==> src/rtl/stack_ctrl_seq_if.sv <==
// Instruction fetch handshake between the fetch unit and the stack controller.
// The fetch side drives the word and valid; the controller answers with ready.
interface stack_ctrl_seq_if #(
    parameter int REG_BITS = 32
);
    logic                instr_valid;
    logic [REG_BITS-1:0] instruction;
    logic                instr_ready;

    modport master (
        output instr_valid,
        output instruction,
        input  instr_ready
    );

    modport slave (
        input  instr_valid,
        input  instruction,
        output instr_ready
    );
endinterface

==> src/rtl/stack_ctrl_seq.sv <==
// Registered stack-machine decoder with occupancy tracking.
// Bad stack accesses park the unit in a sticky fault state.
module stack_ctrl_seq #(
    parameter int REG_BITS = 32,
    parameter int SP_BITS  = 4
) (
    input  logic               clk,
    input  logic               reset,
    stack_ctrl_seq_if.slave    fetch,
    input  logic               fault_clear,
    output logic               ctrl_valid,
    output logic               ALUOp,
    output logic [1:0]         PCSrc,
    output logic               MemRead,
    output logic               MemWrite,
    output logic [1:0]         StackWriteSrc,
    output logic               ALUSrc,
    output logic [1:0]         StackUpdateMode,
    output logic [SP_BITS:0]   sp,
    output logic               fault,
    output logic [1:0]         fault_code
);
    localparam int DEPTH = 2 ** SP_BITS;
    localparam int W     = SP_BITS + 3;

    typedef enum logic {RUN, FAULT} state_t;

    typedef struct packed {
        logic       alu;
        logic [1:0] pcs;
        logic       mr;
        logic       mw;
        logic [1:0] sws;
        logic       as;
        logic [1:0] sum;
    } ctrl_t;

    state_t              state, state_n;
    logic [SP_BITS:0]    sp_n;
    logic [1:0]          code_n;
    logic                cv_n;
    ctrl_t               ctrl_q, ctrl_n, dec;
    logic [2:0]          op1, op2;
    logic                imm_op;
    logic [1:0]          need;
    logic signed [2:0]   delta;
    logic signed [W-1:0] sum;
    logic                under, over, accept;
    logic                unused_bits;

    assign unused_bits = ^fetch.instruction[REG_BITS-7:0];
    assign op1 = fetch.instruction[REG_BITS-1 -: 3];
    assign op2 = fetch.instruction[REG_BITS-4 -: 3];
    assign imm_op = (op2 == 3'b010) || (op2 == 3'b111);

    always_comb begin
        dec   = '0;
        need  = 2'd0;
        delta = 3'sd0;
        unique case (1'b1)
            op1 == 3'b000: begin
                dec.sws = 2'b01;
                need    = imm_op ? 2'd1 : 2'd2;
                delta   = imm_op ? 3'sd0 : -3'sd1;
                dec.sum = imm_op ? 2'b00 : 2'b11;
            end
            op1 == 3'b001: begin
                dec.sws = 2'b01;
                dec.as  = 1'b1;
                need    = imm_op ? 2'd0 : 2'd1;
                delta   = imm_op ? 3'sd1 : 3'sd0;
                dec.sum = imm_op ? 2'b01 : 2'b00;
            end
            op1 == 3'b010: begin
                dec.mr  = 1'b1;
                dec.sws = 2'b10;
                need    = 2'd1;
            end
            op1 == 3'b011: begin
                dec.mw  = 1'b1;
                dec.sum = 2'b10;
                need    = 2'd2;
                delta   = -3'sd2;
            end
            op1 == 3'b100: begin
                dec.alu = 1'b1;
                dec.sws = 2'b01;
                dec.sum = 2'b11;
                need    = 2'd2;
                delta   = -3'sd1;
            end
            op1 == 3'b101: begin
                dec.pcs = 2'b01;
                dec.sum = 2'b10;
                need    = 2'd2;
                delta   = -3'sd2;
            end
            op1 == 3'b110: begin
                dec.sws = 2'b11;
                dec.sum = 2'b01;
                delta   = 3'sd1;
            end
            default: begin
                dec.pcs = 2'b10;
                dec.sum = 2'b11;
                need    = 2'd1;
                delta   = -3'sd1;
            end
        endcase
    end

    // Checks run on the pre-issue sp, widened so sp+delta cannot wrap.
    assign sum    = $signed({2'b00, sp}) + $signed({{(W-3){delta[2]}}, delta});
    assign under  = sp < (SP_BITS+1)'(need);
    assign over   = sum > $signed(W'(DEPTH));
    assign fetch.instr_ready = (state == RUN) && !reset;
    assign accept = fetch.instr_valid && fetch.instr_ready;

    always_comb begin
        state_n = state;
        sp_n    = sp;
        code_n  = fault_code;
        cv_n    = 1'b0;
        ctrl_n  = '0;
        unique case (state)
            RUN: begin
                if (accept) begin
                    if (under) begin
                        state_n = FAULT;
                        code_n  = 2'b01;
                    end else if (over) begin
                        state_n = FAULT;
                        code_n  = 2'b10;
                    end else begin
                        sp_n   = sum[SP_BITS:0];
                        cv_n   = 1'b1;
                        ctrl_n = dec;
                    end
                end
            end
            FAULT: begin
                if (fault_clear) begin
                    state_n = RUN;
                    code_n  = 2'b00;
                end
            end
            default: state_n = RUN;
        endcase
    end

    always_ff @(posedge clk or posedge reset) begin
        if (reset) begin
            state      <= RUN;
            sp         <= '0;
            fault_code <= 2'b00;
            ctrl_valid <= 1'b0;
            ctrl_q     <= '0;
        end else begin
            state      <= state_n;
            sp         <= sp_n;
            fault_code <= code_n;
            ctrl_valid <= cv_n;
            ctrl_q     <= ctrl_n;
        end
    end

    assign fault           = (state == FAULT);
    assign ALUOp           = ctrl_q.alu;
    assign PCSrc           = ctrl_q.pcs;
    assign MemRead         = ctrl_q.mr;
    assign MemWrite        = ctrl_q.mw;
    assign StackWriteSrc   = ctrl_q.sws;
    assign ALUSrc          = ctrl_q.as;
    assign StackUpdateMode = ctrl_q.sum;
endmodule

==> src/flat_wrapper.sv <==
// flat-port wrapper written by rule: the top's interface ports become plain ports
module stack_ctrl_seq_flat 
#(
    parameter int REG_BITS = 32,
    parameter int SP_BITS  = 4
)
  (clk, reset, fault_clear, ctrl_valid, ALUOp, PCSrc, MemRead, MemWrite, StackWriteSrc, ALUSrc, StackUpdateMode, sp, fault, fault_code, fetch_instr_valid, fetch_instruction, fetch_instr_ready);
  stack_ctrl_seq_if #(.REG_BITS(REG_BITS)) fetch_i ();
  input  logic clk;
  input  logic reset;
  input  logic fault_clear;
  output logic ctrl_valid;
  output logic ALUOp;
  output logic [1:0] PCSrc;
  output logic MemRead;
  output logic MemWrite;
  output logic [1:0] StackWriteSrc;
  output logic ALUSrc;
  output logic [1:0] StackUpdateMode;
  output logic [SP_BITS:0] sp;
  output logic fault;
  output logic [1:0] fault_code;
  input wire logic [$bits(fetch_i.instr_valid)-1:0] fetch_instr_valid;
  input wire logic [$bits(fetch_i.instruction)-1:0] fetch_instruction;
  output wire logic [$bits(fetch_i.instr_ready)-1:0] fetch_instr_ready;
  assign fetch_i.instr_valid = fetch_instr_valid;
  assign fetch_i.instruction = fetch_instruction;
  assign fetch_instr_ready = fetch_i.instr_ready;
  stack_ctrl_seq #(.REG_BITS(REG_BITS), .SP_BITS(SP_BITS)) u_core (.clk(clk), .reset(reset), .fetch(fetch_i), .fault_clear(fault_clear), .ctrl_valid(ctrl_valid), .ALUOp(ALUOp), .PCSrc(PCSrc), .MemRead(MemRead), .MemWrite(MemWrite), .StackWriteSrc(StackWriteSrc), .ALUSrc(ALUSrc), .StackUpdateMode(StackUpdateMode), .sp(sp), .fault(fault), .fault_code(fault_code));
endmodule
==> config.mk <==
export PLATFORM = sky130hd
export DESIGN_NAME = stack_ctrl_seq_flat
export DESIGN_NICKNAME = d
export VERILOG_FILES = /design/src/rtl/stack_ctrl_seq_if.sv /design/src/rtl/stack_ctrl_seq.sv /design/src/flat_wrapper.sv
export SDC_FILE = /design/constraint.sdc
export NUM_CORES = 1
export LEC_CHECK = 0
export ABC_AREA = 1
export BUFFER_PORTS_ARGS = -buffer_cell sky130_fd_sc_hd__buf_2
export CORE_ASPECT_RATIO = 2
export CORE_MARGIN = 3
export CORE_UTILIZATION = 45
export CTS_CLUSTER_DIAMETER = 80
export DETAILED_ROUTE_END_ITERATION = 6
export GPL_ROUTABILITY_DRIVEN = 0
export GPL_TIMING_DRIVEN = 0
export PLACE_DENSITY = 0.75
export SETUP_SLACK_MARGIN = 0.5
export SLEW_MARGIN = 20
export SYNTH_ARGS = -nofsm -noshare
export SYNTH_HDL_FRONTEND = slang
export SYNTH_SLANG_ARGS = --single-unit
==> constraint.sdc <==
create_clock -name clk -period 2.9 [get_ports clk]
set_input_delay 0.58 -clock clk [delete_from_list [all_inputs] [get_ports clk]]
set_output_delay 0.58 -clock clk [all_outputs]
set_load 0.02 [all_outputs]
; ---- After elaboration in Yosys (flattened, before gate mapping)
; Cells that the tools add are included.
[word_totals]
reg_bits = 19
in_bits = 36
output_inout_bits = 20
elab_cells = 72
[classes]
addsub = 1
magnitude_cmp = 2
n_eq_ne = 11
mux = 33
n_bitwise = 3
n_reduce_logical = 11
[op_table]
columns = op, count
row1 = $mux W10, 4
row2 = $mux W1, 15
row3 = $pmux W3 S5, 1
row4 = $eq A3 B3 Y1 const B, 4
row5 = $mux W2, 6
row6 = $pmux W2 S5, 1
row7 = $eq A3 B2 Y1 const B, 3
row8 = $pmux W2 S2, 2
row9 = $pmux W2 S4, 1
row10 = $add A6 B3 Y7, 1
row11 = $gt A7 B6 Y1 const B, 1
row12 = $pmux W2 S3, 1
row13 = $reduce_or A3 Y1, 2
row14 = $reduce_or A6 Y1, 1
row15 = $lt A5 B2 Y1, 1
row16 = $reduce_and A4 Y1, 1
row17 = $eq A3 B1 Y1 const B, 1
row18 = $logic_not A3 Y1, 1
row19 = $mux W3, 1
row20 = $ne A3 B1 Y1 const B, 1
row21 = $not A1 Y1, 3
row22 = $reduce_and A3 Y1, 1
row23 = $logic_and A1 B1 Y1, 2
row24 = $ne A2 B1 Y1 const B, 1
row25 = 5 further kinds, 5

; ---- Depth between registers and ports, before layout
; Gate-level depths: netlist of run 1.
[depth]
ltp_word = 10
ltp_mapped = 23
ltp_nobuf = 23

; ---- Worst setup path after synthesis of run 1
; OpenSTA, ideal clock, no wires.
[synth_path]
path_type = input to register
startpoint = input fetch_instruction[31]
endpoint = register u_core.ctrl_q (netlist bit u_core.PCSrc[1])
setup_time_ns = 0.118
arrival_ns = 2.644
required_time_ns = 2.782
setup_slack_ns = 0.138
stages = 22
n_path_buf = 2
cell_sequence = buf_6 nor3_2 nand2_1 nand2_1 nor2_1 inv_1 ha_1 inv_1 fa_1 inv_1 nand3_1 nand2_1 nand2_1 nand2_1 nand2_1 nand2_1 nand2_2 nand2_4 inv_4 nand2_4 buf_8 nor3_2
[synth_rtl]
columns = item, line
row1 = "start, declared", flat_wrapper.sv:24  ; input wire logic [$bits(fetch_i.instruction)-1:0] fetch_instruction;
row2 = "end signal, assigned", stack_ctrl_seq.sv:163  ; ctrl_q <= ctrl_n;
row3 = "end, declared", stack_ctrl_seq.sv:42  ; ctrl_t ctrl_q, ctrl_n, dec;

; ---- Worst setup path after layout of run 1
[layout_path]
startpoint = input fetch_instruction[30]
endpoint = register u_core.sp[0]
[layout_via]
elab_chain_len = 7
word_cells_on_any_way = 17
cone_classes = 1 x add/sub / 2 x order compare / 6 x eq/ne / 2 x mux / 2 x bitwise / 4 x reduce/logical
[layout_lines]
columns = item, line
row1 = $eq A3 B3 Y1 or $eq A3 B2 Y1 (tied branches), "stack_ctrl_seq.sv:92, stack_ctrl_seq.sv:79"
row2 = $reduce_or A2 Y1 (no line), -
row3 = $pmux W3 S5, stack_ctrl_seq.sv:60  ; unique case (1'b1)
row4 = $add A6 B3 Y7, stack_ctrl_seq.sv:113  ; assign sum = $signed({2'b00, sp}) + $signed({{(W-3){delta[2]}}, delta});
row5 = $gt A7 B6 Y1, stack_ctrl_seq.sv:115  ; assign over = sum > $signed(W'(DEPTH));
row6 = $not A1 Y1 (no line), -
row7 = $reduce_and A4 Y1 (no line), -
row8 = "end signal, assigned", stack_ctrl_seq.sv:160  ; sp <= sp_n;
row9 = "end, declared", stack_ctrl_seq.sv:19  ; output logic [SP_BITS:0] sp,
; Several ways; a longest one is shown, not always the timed one.
; A chain may end at the register's enable or synchronous reset.

==> reports/qor.csv, run 1 <==
stage,metric,value,unit
setup_path,regToRegSetupSlack,0.59,ns
cells_and_area,area_growth,49.7,%
logic_synthesis,synthFlopType,dfrtp_1,
placement,dp.cells,230,
setup_path,critPathKind,input pin to flop,
worst_hold_path,min_path_type,input pin to async pin,
setup_path,crit_path_max_fanout,7,
global_routing,grt_pass1_vias,1283,
cells_and_area,design_area,0.00194,mm2
clock_network,ctsHoldBuffers,0,
placement,postPlaceCellArea,0.00148,mm2
clock_network,clk_path_buf_depth,2,
setup_path,reg2regPathDepth,14,
floorplan,die_area,0.00359,mm2
timing,relSlewSlack,53.5,%
cells_and_area,drive_gt1_share,47.6,%
route,drt_iter0_markers,40,
logic_synthesis,avgSynthCellArea,7.44,um2
timing,setup_slack,0.0814,ns
clock_network,cts_buffers,3,
setup_path,startpoint_type,input pin,
route,post_drt_wl_per_cell,14.2,um
timing,final_hold_viol_count,0,
placement,hpwl,2340,um
setup_path,endpoint_kind,flop,
route,routed_via_density,5.24,
cells_and_area,antenna_cells,0,
route,drt-pass1-iter-count,4,
global_routing,antenna_found_initial,0,
timing,fin_skew,0.00971,ns
status,outcome,"finished, final reports clean",
power_and_ir_drop,p_leak,1.07,nW
cells_and_area,fin_nets,276,
logic_synthesis,synth_most_common_cell,nand2_1,
floorplan,floorplan.initialDensity,49.1,%
timing,max_freq,0.355,GHz
route,dr_total_vias,1358,
floorplan,row_count,26,
setup_path,worstPathArrival,3.00,ns
logic_synthesis,synth-seq-cells,19,
global_routing,grt_max_degree,20,
logic_synthesis,synthCells,174,
floorplan,io_pins,56,
setup_path,crit_required,3.08,ns
route,wirelength,3680,um
logic_synthesis,async_flop_share,100,%
power_and_ir_drop,power.density,859,mW/mm2
logic_synthesis,ys_top_cells_by_area,"dfrtp_1 37%, nand2_1 16%, nand3_1 7.0%",
floorplan,core_region_area,0.00264,mm2
global_routing,grt_overflow,0,
timing,worst_pin_slew,0.696,ns
clock_network,h-tree-depth,1,
global_routing,grt_pass1_wl,5270,um
clock_network,cts_tree,yes,
timing,whs,0.438,ns
floorplan,die_width,43.9,um
logic_synthesis,netlist_area,0.00129,mm2
cells_and_area,final_cells,259,
global_routing,gr-usage-all-layers,19.4,%
clock_network,clk_latency,0.25,ns
timing,fin_crit_sh,97.2,%
timing,setup_viol,0,
setup_path,r2r_end,u_core.sp[0]$_DFFE_PP0P_,
clock_network,clkTransAtPathRegs,0.07,ns
clock_network,cts_sinks,19,
timing,rsz0062_at_grt,yes,
route,drc,0,
logic_synthesis,ys_seq_area_share,36.8,%
timing,setup_tns,0,ns
logic_synthesis,syn-num-nets,218,
timing,report.final.slew_viol_count,0,
logic_synthesis,ys_warn_count,0,
job,maxCapViolations,0,
clock_network,root_buffer,clkbuf_8,
setup_path,r2r-start,u_core.sp[0]$_DFFE_PP0P_,
logic_synthesis,synth.top_cell.area_share,36.8,%
floorplan,die_h,81.8,um
cells_and_area,fillerInstances,174,
placement,dp_worst_setup_slack,-0.224,ns
logic_synthesis,synth_edf_count,0,
timing,min_period,2.82,ns
route,ant_nets,0,
placement,portBuffers,28,
logic_synthesis,synth_common_cells,"55 x nand2_1, 24 x inv_1, 19 x dfrtp_1",
logic_synthesis,synth_top_area_cell,dfrtp_1,
logic_synthesis,ys_types,25,
power_and_ir_drop,irDropWorstVdd,0.633,mV
## per-layer routing
layer	wire length, um	vias up	GRT usage (%)
li1	-	651	-
met1	1220	642	18.3
met2	2190	49	38.3
met3	134	16	2.41
met4	131	0	9.37
met5	0	-	0
## timing repair
item / in CTS / in global routing
gates resized for setup: 26 / 25
setup endpoints to repair: 19 / 19
buffers inserted: 15 / 9
pin swaps: 21 / 12
gates cloned: 1 / 0
## per-stage QoR
step | util, % | power [mW]
after CTS | 66.8 | 1.52
final | 73.5 | 1.66
after global placement | 56.3 | 1.16
after floorplan | - | 0.989
after global routing | 73.5 | 1.78
after detailed placement | 56.3 | 1.18
## critical path: stages
cell and delay (ns):
buf_12 0.11, nor3_4 0.23, nand2_2 0.10, nand2_2 0.10
nor2_4 0.05, inv_2 0.06, ha_4 0.15, inv_4 0.04
fa_2 0.52, nand2_1 0.05, nor2_1 0.10, nand3_1 0.10
nand2_1 0.12, nand2_1 0.07, nand2_2 0.10, nand2_4 0.07
buf_6 0.12, nor2_4 0.17, nand2_1 0.08, o21ai_1 0.08
## sequential cells by signal, summed over array words and instances, names as in the netlist
register                count
u_core.PCSrc                2
u_core.StackUpdateMode      2
u_core.sp                   5
u_core.ALUSrc               1
u_core.fault_code           2
u_core.ALUOp                1
u_core.fault                1
u_core.StackWriteSrc        2
u_core.MemWrite             1
u_core.MemRead              1
u_core.ctrl_valid           1
## cells in the final DEF (no fill, tap or decap), types with 2 or more instances in the layout
cell | netlist | final
nand2_1 | 55 | 48
buf_2 | 0 | 26
buf_4 | 0 | 21
dfrtp_1 | 19 | 19
inv_1 | 24 | 18
nand3_1 | 18 | 15
nand2_2 | 4 | 10
nor2_4 | 1 | 9
nor2_1 | 11 | 8
inv_2 | 4 | 8
ha_1 | 7 | 4
buf_6 | 1 | 4
nor3_4 | 0 | 3
inv_4 | 1 | 3
nor2_2 | 8 | 3
nand2_4 | 3 | 3
ha_4 | 0 | 3
clkbuf_8 | 0 | 3
nand3_4 | 0 | 2
buf_12 | 0 | 2
nand3_2 | 1 | 2
o21ai_1 | 0 | 2
o21ai_0 | 4 | 2
## where the power goes
part | total, mW | switching, mW | internal, mW | leakage, nW
clock | 0.178 | 0.0823 | 0.0953 | 0.0255
combinational | 1.09 | 0.636 | 0.455 | 0.791
sequential | 0.394 | 0.0647 | 0.330 | 0.253
## cell families (layout without fill, tap and decap cells)
group	count (synthesis)	after routing	synth area share [%]
fa+ha+maj	8	8	8.32
simple gates	109	109	41.1
compound gates	7	7	3.19
buf+inv	31	88	10.6
flops	19	19	36.8
## layout make-up
| class | count | area, um2 | area share, % |
|---|---|---|---|
| Timing Repair Buffer | 53 | 380 | 19.6 |
| Sequential cell | 19 | 475 | 24.5 |
| Clock buffer | 3 | 41.3 | 2.13 |
| Clock inverter | 1 | 5.00 | 0.258 |
| Buffer | 2 | 35.0 | 1.81 |
| Tap cell | 28 | 35.0 | 1.81 |
| Inverter | 29 | 116 | 6.01 |
| Multi-Input combinational cell | 124 | 848 | 43.8 |
## worst max path at each step
stage                     startpoint                   endpoint  cells past startpoint
6_report       fetch_instruction[30]   u_core.sp[0]$_DFFE_PP0P_                     20
5_1_grt        fetch_instruction[30]   u_core.sp[0]$_DFFE_PP0P_                     20
4_1_cts        fetch_instruction[31]   u_core.sp[0]$_DFFE_PP0P_                     20
3_5_place_dp   fetch_instruction[30]  u_core.PCSrc[1]$_DFF_PP0_                     22
3_3_place_gp   fetch_instruction[30]   u_core.MemRead$_DFF_PP0_                     22
2_1_floorplan  fetch_instruction[31]  u_core.PCSrc[1]$_DFF_PP0_                     20
(Power assumes the default switching activity.)
==> inputs of run 2 (changes only) <==
ABC_AREA = not set   (was 1)
CTS_CLUSTER_SIZE = 24   (was not set)
PLACE_DENSITY = 0.76   (was 0.75)
SLEW_MARGIN = not set   (was 20)
==> run 2 against run 1 <==
The flow now finishes with violations (negative setup slack). Synthesized cell count fell by 32%. Total power up 21%. Register-to-register slack got worse by 0.22 ns. Via count is 23% lower. Maximum frequency decreased by 7.0%. Clock power up 6%. Combinational power rose by 30%. Cell area is 9.9% lower. Count of clock-buffer cells in the layout stayed put. Worst setup slack lost 0.21 ns. Critical endpoint is now u_core.fault_code[0]$_DFFE_PP0P_.
==> reports/qor.csv, run 2 <==
stage,metric,value,unit,change
timing,report.final.slew_viol_count,0,,unchanged
logic_synthesis,syn-num-nets,163,,-25%
logic_synthesis,synthMuxAreaShare,4.99,%,+5.0 points
power_and_ir_drop,p_leak,0.865,nW,-19%
logic_synthesis,synthXorXnorAreaFrac,6.21,%,+6.2 points
setup_path,cpMaxStageDelayCell,fa_2,,
cells_and_area,final_cell_mix,"26 x buf_2, 19 x dfrtp_1, 13 x buf_4",,
clock_network,clkTransAtPathRegs,0.08,ns,about the same
timing,relSlewSlack,49.9,%,-3.6 points
setup_path,crit_path_max_fanout,4,,-3
clock_network,cts_tree,yes,,
placement,dp.cells,174,,-24%
route,post_drt_wl_per_cell,14.9,um,+5.0%
route,wirelength,2880,um,-22%
timing,rsz0062_at_grt,yes,,
clock_network,ctsHoldBuffers,0,,unchanged
route,drt_iter0_markers,24,,-40%
timing,final_hold_viol_count,0,,unchanged
cells_and_area,fin_nets,210,,-24%
route,drc,0,,unchanged
clock_network,clk_latency,0.26,ns,about the same
setup_path,worstPathArrival,3.18,ns,+0.18 ns
placement,hpwl,2020,um,-14%
timing,min_period,3.03,ns,+0.212 ns
logic_synthesis,netlist_area,0.00123,mm2,-5.0%
power_and_ir_drop,power.density,1150,mW/mm2,+34%
floorplan,die_h,79.9,um,-2.4%
global_routing,gr-usage-all-layers,18.0,%,-1.4 points
power_and_ir_drop,irDropWorstVdd,0.662,mV,+4.5%
cells_and_area,drive_gt1_share,48.5,%,+0.87 points
logic_synthesis,synth_fa_ha_area_share,8.76,%,+0.44 points
setup_path,max_stage_delay,0.36,ns,-0.16 ns
cells_and_area,final_cells,193,,-25%
logic_synthesis,synth_edf_count,0,,unchanged
cells_and_area,seq_area,475,um2,unchanged
logic_synthesis,ys_seq_area_share,38.7,%,+1.9 points
logic_synthesis,synth-seq-cells,19,,unchanged
timing,setup_slack,-0.131,ns,-0.212 ns
setup_path,r2r-start,u_core.sp[0]$_DFFE_PP0P_,,
logic_synthesis,synth_top_family_by_area,simple AND/OR/NAND/NOR gates,,
cells_and_area,final_common_cell,buf_2,,
setup_path,critical_path.most_common_cell,buf_4,,
setup_path,r2r_end,u_core.fault_code[0]$_DFFE_PP0P_,,
logic_synthesis,ys_types,41,,+64%
placement,portBuffers,27,,-3.6%
setup_path,path_cells,"buf_8, xnor2_4, a31oi_4, nor3_4, ha_2, inv_2, fa_2, nand2b_4, a21oi_4, xor2_2, o32ai_2, buf_4, buf_4, buf_6, nand3_2, a31o_2",,
setup_path,startpoint_type,input pin,,
route,ant_nets,0,,unchanged
logic_synthesis,ys_warn_count,0,,unchanged
cells_and_area,final_util,67.9,%,-5.6 points
cells_and_area,antenna_cells,0,,unchanged
cells_and_area,top_register,u_core.sp,,
logic_synthesis,synth_common_cells,"19 x dfrtp_1, 9 x nor2_1, 8 x a21oi_1, 8 x inv_1",,
cells_and_area,largest_reg_flops,5,,unchanged
status,violations,negative setup slack,,
logic_synthesis,synthFlopType,dfrtp_1,,
clock_network,root_buffer,clkbuf_8,,
logic_synthesis,ys_top_cells_by_area,"dfrtp_1 39%, ha_1 7.1%, mux2i_1 4.1%",,
global_routing,antenna_found_initial,0,,unchanged
logic_synthesis,synth_top_area_cell,dfrtp_1,,
route,routed_via_density,5.43,,+3.6%
logic_synthesis,synthSimpleGateAreaFrac,23.7,%,-17 points
global_routing,grt_pass1_vias,1060,,-17%
logic_synthesis,synth-compound-area-share,12.6,%,+9.4 points
floorplan,row_count,26,,unchanged
global_routing,grt_max_degree,20,,unchanged
setup_path,reg2regPathDepth,12,,-2
clock_network,cts_buffers,3,,unchanged
setup_path,regToRegSetupSlack,0.37,ns,-0.22 ns
clock_network,h-tree-depth,1,,unchanged
timing,fin_skew,0.00739,ns,-0.00231 ns
cells_and_area,fillerInstances,181,,+4.0%
floorplan,io_pins,56,,unchanged
global_routing,grt_overflow,0,,unchanged
timing,fin_crit_sh,105,%,+7.3 points
setup_path,crit_required,3.05,ns,-0.03 ns
route,drt-pass1-iter-count,4,,unchanged
timing,setup_viol,18,,+18
setup_path,critPathKind,input pin to flop,,
floorplan,core_region_area,0.00257,mm2,-2.5%
cells_and_area,multi_input_area,841,um2,-0.89%
logic_synthesis,synth_most_common_cell,dfrtp_1,,
floorplan,floorplan.initialDensity,47.8,%,-1.3 points
cells_and_area,area_growth,42.0,%,
logic_synthesis,synth.top_cell.area_share,38.7,%,+1.9 points
placement,dp_worst_setup_slack,-0.476,ns,-0.253 ns
worst_hold_path,min_path_type,input pin to async pin,,
logic_synthesis,async_flop_share,100,%,unchanged
route,dr_total_vias,1048,,-23%
timing,worst_pin_slew,0.744,ns,+0.0476 ns
status,outcome,finished with violations,,
setup_path,endpoint_kind,flop,,
timing,max_freq,0.330,GHz,-7.0%
clock_network,cts_sinks,19,,unchanged
floorplan,die_width,43.0,um,-2.2%
job,maxCapViolations,0,,unchanged
logic_synthesis,synthCells,119,,-32%
global_routing,grt_pass1_wl,4750,um,-9.8%
clock_network,clk_path_buf_depth,2,,unchanged
logic_synthesis,avgSynthCellArea,10.3,um2,+39%
floorplan,die_area,0.00343,mm2,-4.5%
## run 2: worst max path at each step
stage / slack (ns) / end / start
2_1_floorplan: -0.06 / u_core.sp[0]$_DFFE_PP0P_ / fetch_instruction[26]
6_report: -0.13 / u_core.fault_code[0]$_DFFE_PP0P_ / fetch_instruction[26]
5_1_grt: -0.23 / u_core.sp[1]$_DFFE_PP0P_ / fetch_instruction[26]
3_5_place_dp: -0.48 / u_core.sp[0]$_DFFE_PP0P_ / fetch_instruction[29]
4_1_cts: -0.09 / u_core.sp[1]$_DFFE_PP0P_ / fetch_instruction[26]
3_3_place_gp: -0.39 / u_core.sp[0]$_DFFE_PP0P_ / fetch_instruction[29]
## run 2: logic make-up after synthesis
logic type | after synthesis
AO/OA/AOI/OAI | 22
multiplexers | 6
buffers and inverters | 12
flip-flops | 19
adder cells (fa/ha/maj) | 8
XOR/XNOR | 7
AND/OR/NAND/NOR | 45
## run 2: routing by layer
layer / up-vias / share of wire [%] / GRT usage [%]
li1: 506 / - / -
met1: 512 / 36 / 19.1
met2: 25 / 57 / 33.7
met3: 5 / 4.6 / 1.81
met4: 0 / 1.8 / 8.76
met5: - / 0 / 0
## run 2: metrics by stage
step	power (mW)	cell area, um2	setup TNS (ns)	hold slack [ns]
after floorplan	1.13	1310	-0.0885	0.531
after global placement	1.31	1480	-5.54	0.493
after detailed placement	1.34	1480	-7.07	0.493
after CTS	1.88	1700	-0.837	0.454
after global routing	2.14	1740	-3.45	0.508
final	2.01	1740	-1.20	0.430
## run 2: layout make-up
type	instances	share of cell area, %
clock inverters	1	0.430
flip-flops and latches	19	27.3
inverters	8	1.72
clock buffers	3	2.37
repair buffers	42	15.2
well taps	28	2.01
multi-input cells	88	48.2
plain buffers	4	2.80
## run 2: what timing repair did
action / CTS / global route
buffers inserted: 14 / 0
setup endpoints to repair: 19 / 19
gates cloned: 0 / 1
pin swaps: 6 / 1
gates resized for setup: 12 / 6
## run 2: power breakdown
part | total, mW | internal [mW] | leakage [nW] | switching [mW]
Combinational | 1.42 | 0.710 | 0.595 | 0.710
Sequential | 0.406 | 0.343 | 0.249 | 0.0629
Clock | 0.189 | 0.0970 | 0.0217 | 0.0921
## run 2: critical path: cells and delay by family
family / cells / cell delay [ns]
AO/OA/AOI/OAI: 4 / 0.74
adder cells (fa/ha/maj): 2 / 0.58
buffers and inverters: 5 / 0.51
AND/OR/NAND/NOR: 3 / 0.44
XOR/XNOR: 2 / 0.31
==> inputs of run 3 (changes only) <==
CELL_PAD_IN_SITES_DETAIL_PLACEMENT = 2   (was not set)
CELL_PAD_IN_SITES_GLOBAL_PLACEMENT = 2   (was not set)
CORE_UTILIZATION = 29   (was 45)
CTS_CLUSTER_DIAMETER = 30   (was 80)
PLACE_DENSITY = 0.83   (was 0.76)
==> run 3 against run 2 <==
The run still ends with negative setup slack left. Via count shrank 0.29%. Sequential power grew 2%. Worst setup slack gained 0.052 ns. Final cell count grew 11%. Critical path depth shrank 2.
==> reports/qor.csv, run 3 (same netlist as run 2, synthesis figures left out) <==
stage,metric,value,unit,change
status,outcome,finished with violations,,
status,violations,negative setup slack,,
cells_and_area,final_cell_mix,"24 x buf_2, 19 x dfrtp_1, 13 x buf_4",,
route,routed_via_density,4.88,,-10%
clock_network,clkTransAtPathRegs,0.07,ns,about the same
timing,min_period,2.98,ns,-0.0517 ns
global_routing,gr-usage-all-layers,15.3,%,-2.7 points
floorplan,core_region_area,0.00396,mm2,+54%
route,wirelength,3580,um,+24%
floorplan,die_area,0.00510,mm2,+49%
job,maxCapViolations,0,,unchanged
timing,max_freq,0.336,GHz,+1.7%
floorplan,die_width,52.0,um,+21%
clock_network,clk_latency,0.25,ns,about the same
worst_hold_path,min_path_type,input pin to async pin,,
placement,hpwl,2790,um,+38%
placement,dp.cells,197,,+13%
power_and_ir_drop,irDropWorstVdd,0.501,mV,-24%
timing,rsz0062_at_grt,yes,,
setup_path,worstPathArrival,3.12,ns,-0.06 ns
timing,relSlewSlack,53.3,%,+3.4 points
setup_path,endpoint_kind,flop,,
cells_and_area,design_area,0.00178,mm2,+2.1%
cells_and_area,drive_gt1_share,47.9,%,-0.63 points
cells_and_area,antenna_cells,0,,unchanged
global_routing,grt_overflow,0,,unchanged
route,drt-pass1-iter-count,3,,-1
timing,fin_skew,0.00715,ns,-0.000238 ns
placement,portBuffers,27,,unchanged
global_routing,grt_pass1_vias,1201,,+13%
global_routing,grt_pass1_wl,5900,um,+24%
timing,setup_viol,13,,-5
clock_network,h-tree-depth,1,,unchanged
cells_and_area,final_util,44.9,%,-23 points
timing,worst_pin_slew,0.699,ns,-0.0449 ns
timing,final_hold_viol_count,0,,unchanged
power_and_ir_drop,p_leak,0.868,nW,+0.32%
setup_path,cpMaxStageDelayCell,fa_2,,
cells_and_area,final_common_cell,buf_2,,
cells_and_area,final_cells,214,,+11%
setup_path,crit_path_max_fanout,3,,-1
floorplan,die_h,98.1,um,+23%
placement,postPlaceCellArea,0.00151,mm2,+1.9%
floorplan,io_pins,56,,unchanged
setup_path,path_cells,"buf_8, xnor2_4, and3_4, nor3_4, ha_2, inv_2, fa_2, nand2b_4, a21oi_4, xor2_2, o32ai_4, buf_4, nand3_1, a31o_2",,
cells_and_area,top_register,u_core.sp,,
setup_path,startpoint_type,input pin,,
cells_and_area,fin_nets,208,,-0.95%
setup_path,reg2regPathDepth,10,,-2
route,dr_total_vias,1045,,-0.29%
timing,setup_slack,-0.0792,ns,+0.0517 ns
power_and_ir_drop,power.density,1080,mW/mm2,-6.1%
setup_path,max_stage_delay,0.37,ns,about the same
route,drt_iter0_markers,9,,-63%
clock_network,cts_sinks,19,,unchanged
clock_network,cts_tree,yes,,
global_routing,grt_max_degree,20,,unchanged
timing,report.final.slew_viol_count,0,,unchanged
route,ant_nets,0,,unchanged
clock_network,clk_path_buf_depth,2,,unchanged
route,post_drt_wl_per_cell,16.7,um,+12%
setup_path,critPathKind,input pin to flop,,
cells_and_area,area_growth,44.9,%,
timing,fin_crit_sh,103,%,-1.8 points
floorplan,floorplan.initialDensity,31.0,%,-17 points
floorplan,row_count,32,,+23%
clock_network,root_buffer,clkbuf_8,,
global_routing,antenna_found_initial,0,,unchanged
route,drc,0,,unchanged
clock_network,cts_buffers,3,,unchanged
cells_and_area,largest_reg_flops,5,,unchanged
setup_path,crit_required,3.05,ns,about the same
-- run 3: cell type report --
class / instances / area (um2)
repair buffers: 40 / 259
fillers: 415 / 2180
multi-input cells: 88 / 858
flip-flops and latches: 19 / 475
clock buffers: 4 / 45.0
inverters: 8 / 30.0
plain buffers: 4 / 48.8
well taps: 51 / 63.8
-- run 3: where the power goes --
group / switching [mW] / internal [mW] / leakage (nW) / total [mW]
Combinational: 0.726 / 0.611 / 0.596 / 1.34
Sequential: 0.0729 / 0.343 / 0.249 / 0.416
Clock: 0.0796 / 0.0975 / 0.0228 / 0.177
Total: 0.879 / 1.05 / 0.868 / 1.93
-- run 3: worst paths after layout --
check                                                 startpoint                               end  slack [ns]
worst max-delay path                       fetch_instruction[28]  u_core.fault_code[0]$_DFFE_PP0P_       -0.08
worst min register to register  u_core.fault_code[0]$_DFFE_PP0P_  u_core.fault_code[0]$_DFFE_PP0P_        0.54
worst min-delay path                                       reset  u_core.fault_code[0]$_DFFE_PP0P_        0.44
min in group clk                u_core.fault_code[0]$_DFFE_PP0P_  u_core.fault_code[0]$_DFFE_PP0P_        0.54
max in group asynchronous                                  reset           u_core.ALUSrc$_DFF_PP0_        2.01
worst max register to register          u_core.sp[0]$_DFFE_PP0P_  u_core.fault_code[0]$_DFFE_PP0P_        0.34
-- run 3: repair_timing --
item,in CTS,in global routing
gates cloned,1,0
gates resized for setup,17,9
endpoints found under the setup margin,19,19
setup buffers,5,7
hold buffers,0,0
pin swaps,11,5
-- run 3: metal layers --
layer	part of all wire, %	up-vias	GRT usage [%]
li1	-	501	-
met1	34	521	15.7
met2	62	19	29.6
met3	2.2	4	1.37
met4	1.4	0	6.06
met5	0	-	0
-- run 3: worst max-delay path: cells and delay by family --
family | cells | cell delay [ns]
XOR/XNOR | 2 | 0.25
AND/OR/NAND/NOR | 4 | 0.62
adder cells (fa/ha/maj) | 2 | 0.60
AO/OA/AOI/OAI | 3 | 0.73
buffers and inverters | 3 | 0.34
-- run 3: stage by stage --
stage	setup TNS [ns]	hold slack [ns]	worst slack (ns)	power, mW
after floorplan	-0.0885	0.531	-0.0639	1.13
after global placement	-6.30	0.496	-0.430	1.32
after detailed placement	-8.31	0.527	-0.514	1.40
after CTS	-1.18	0.460	-0.115	1.77
after global routing	-2.53	0.501	-0.197	2.08
final	-0.653	0.443	-0.0792	1.93
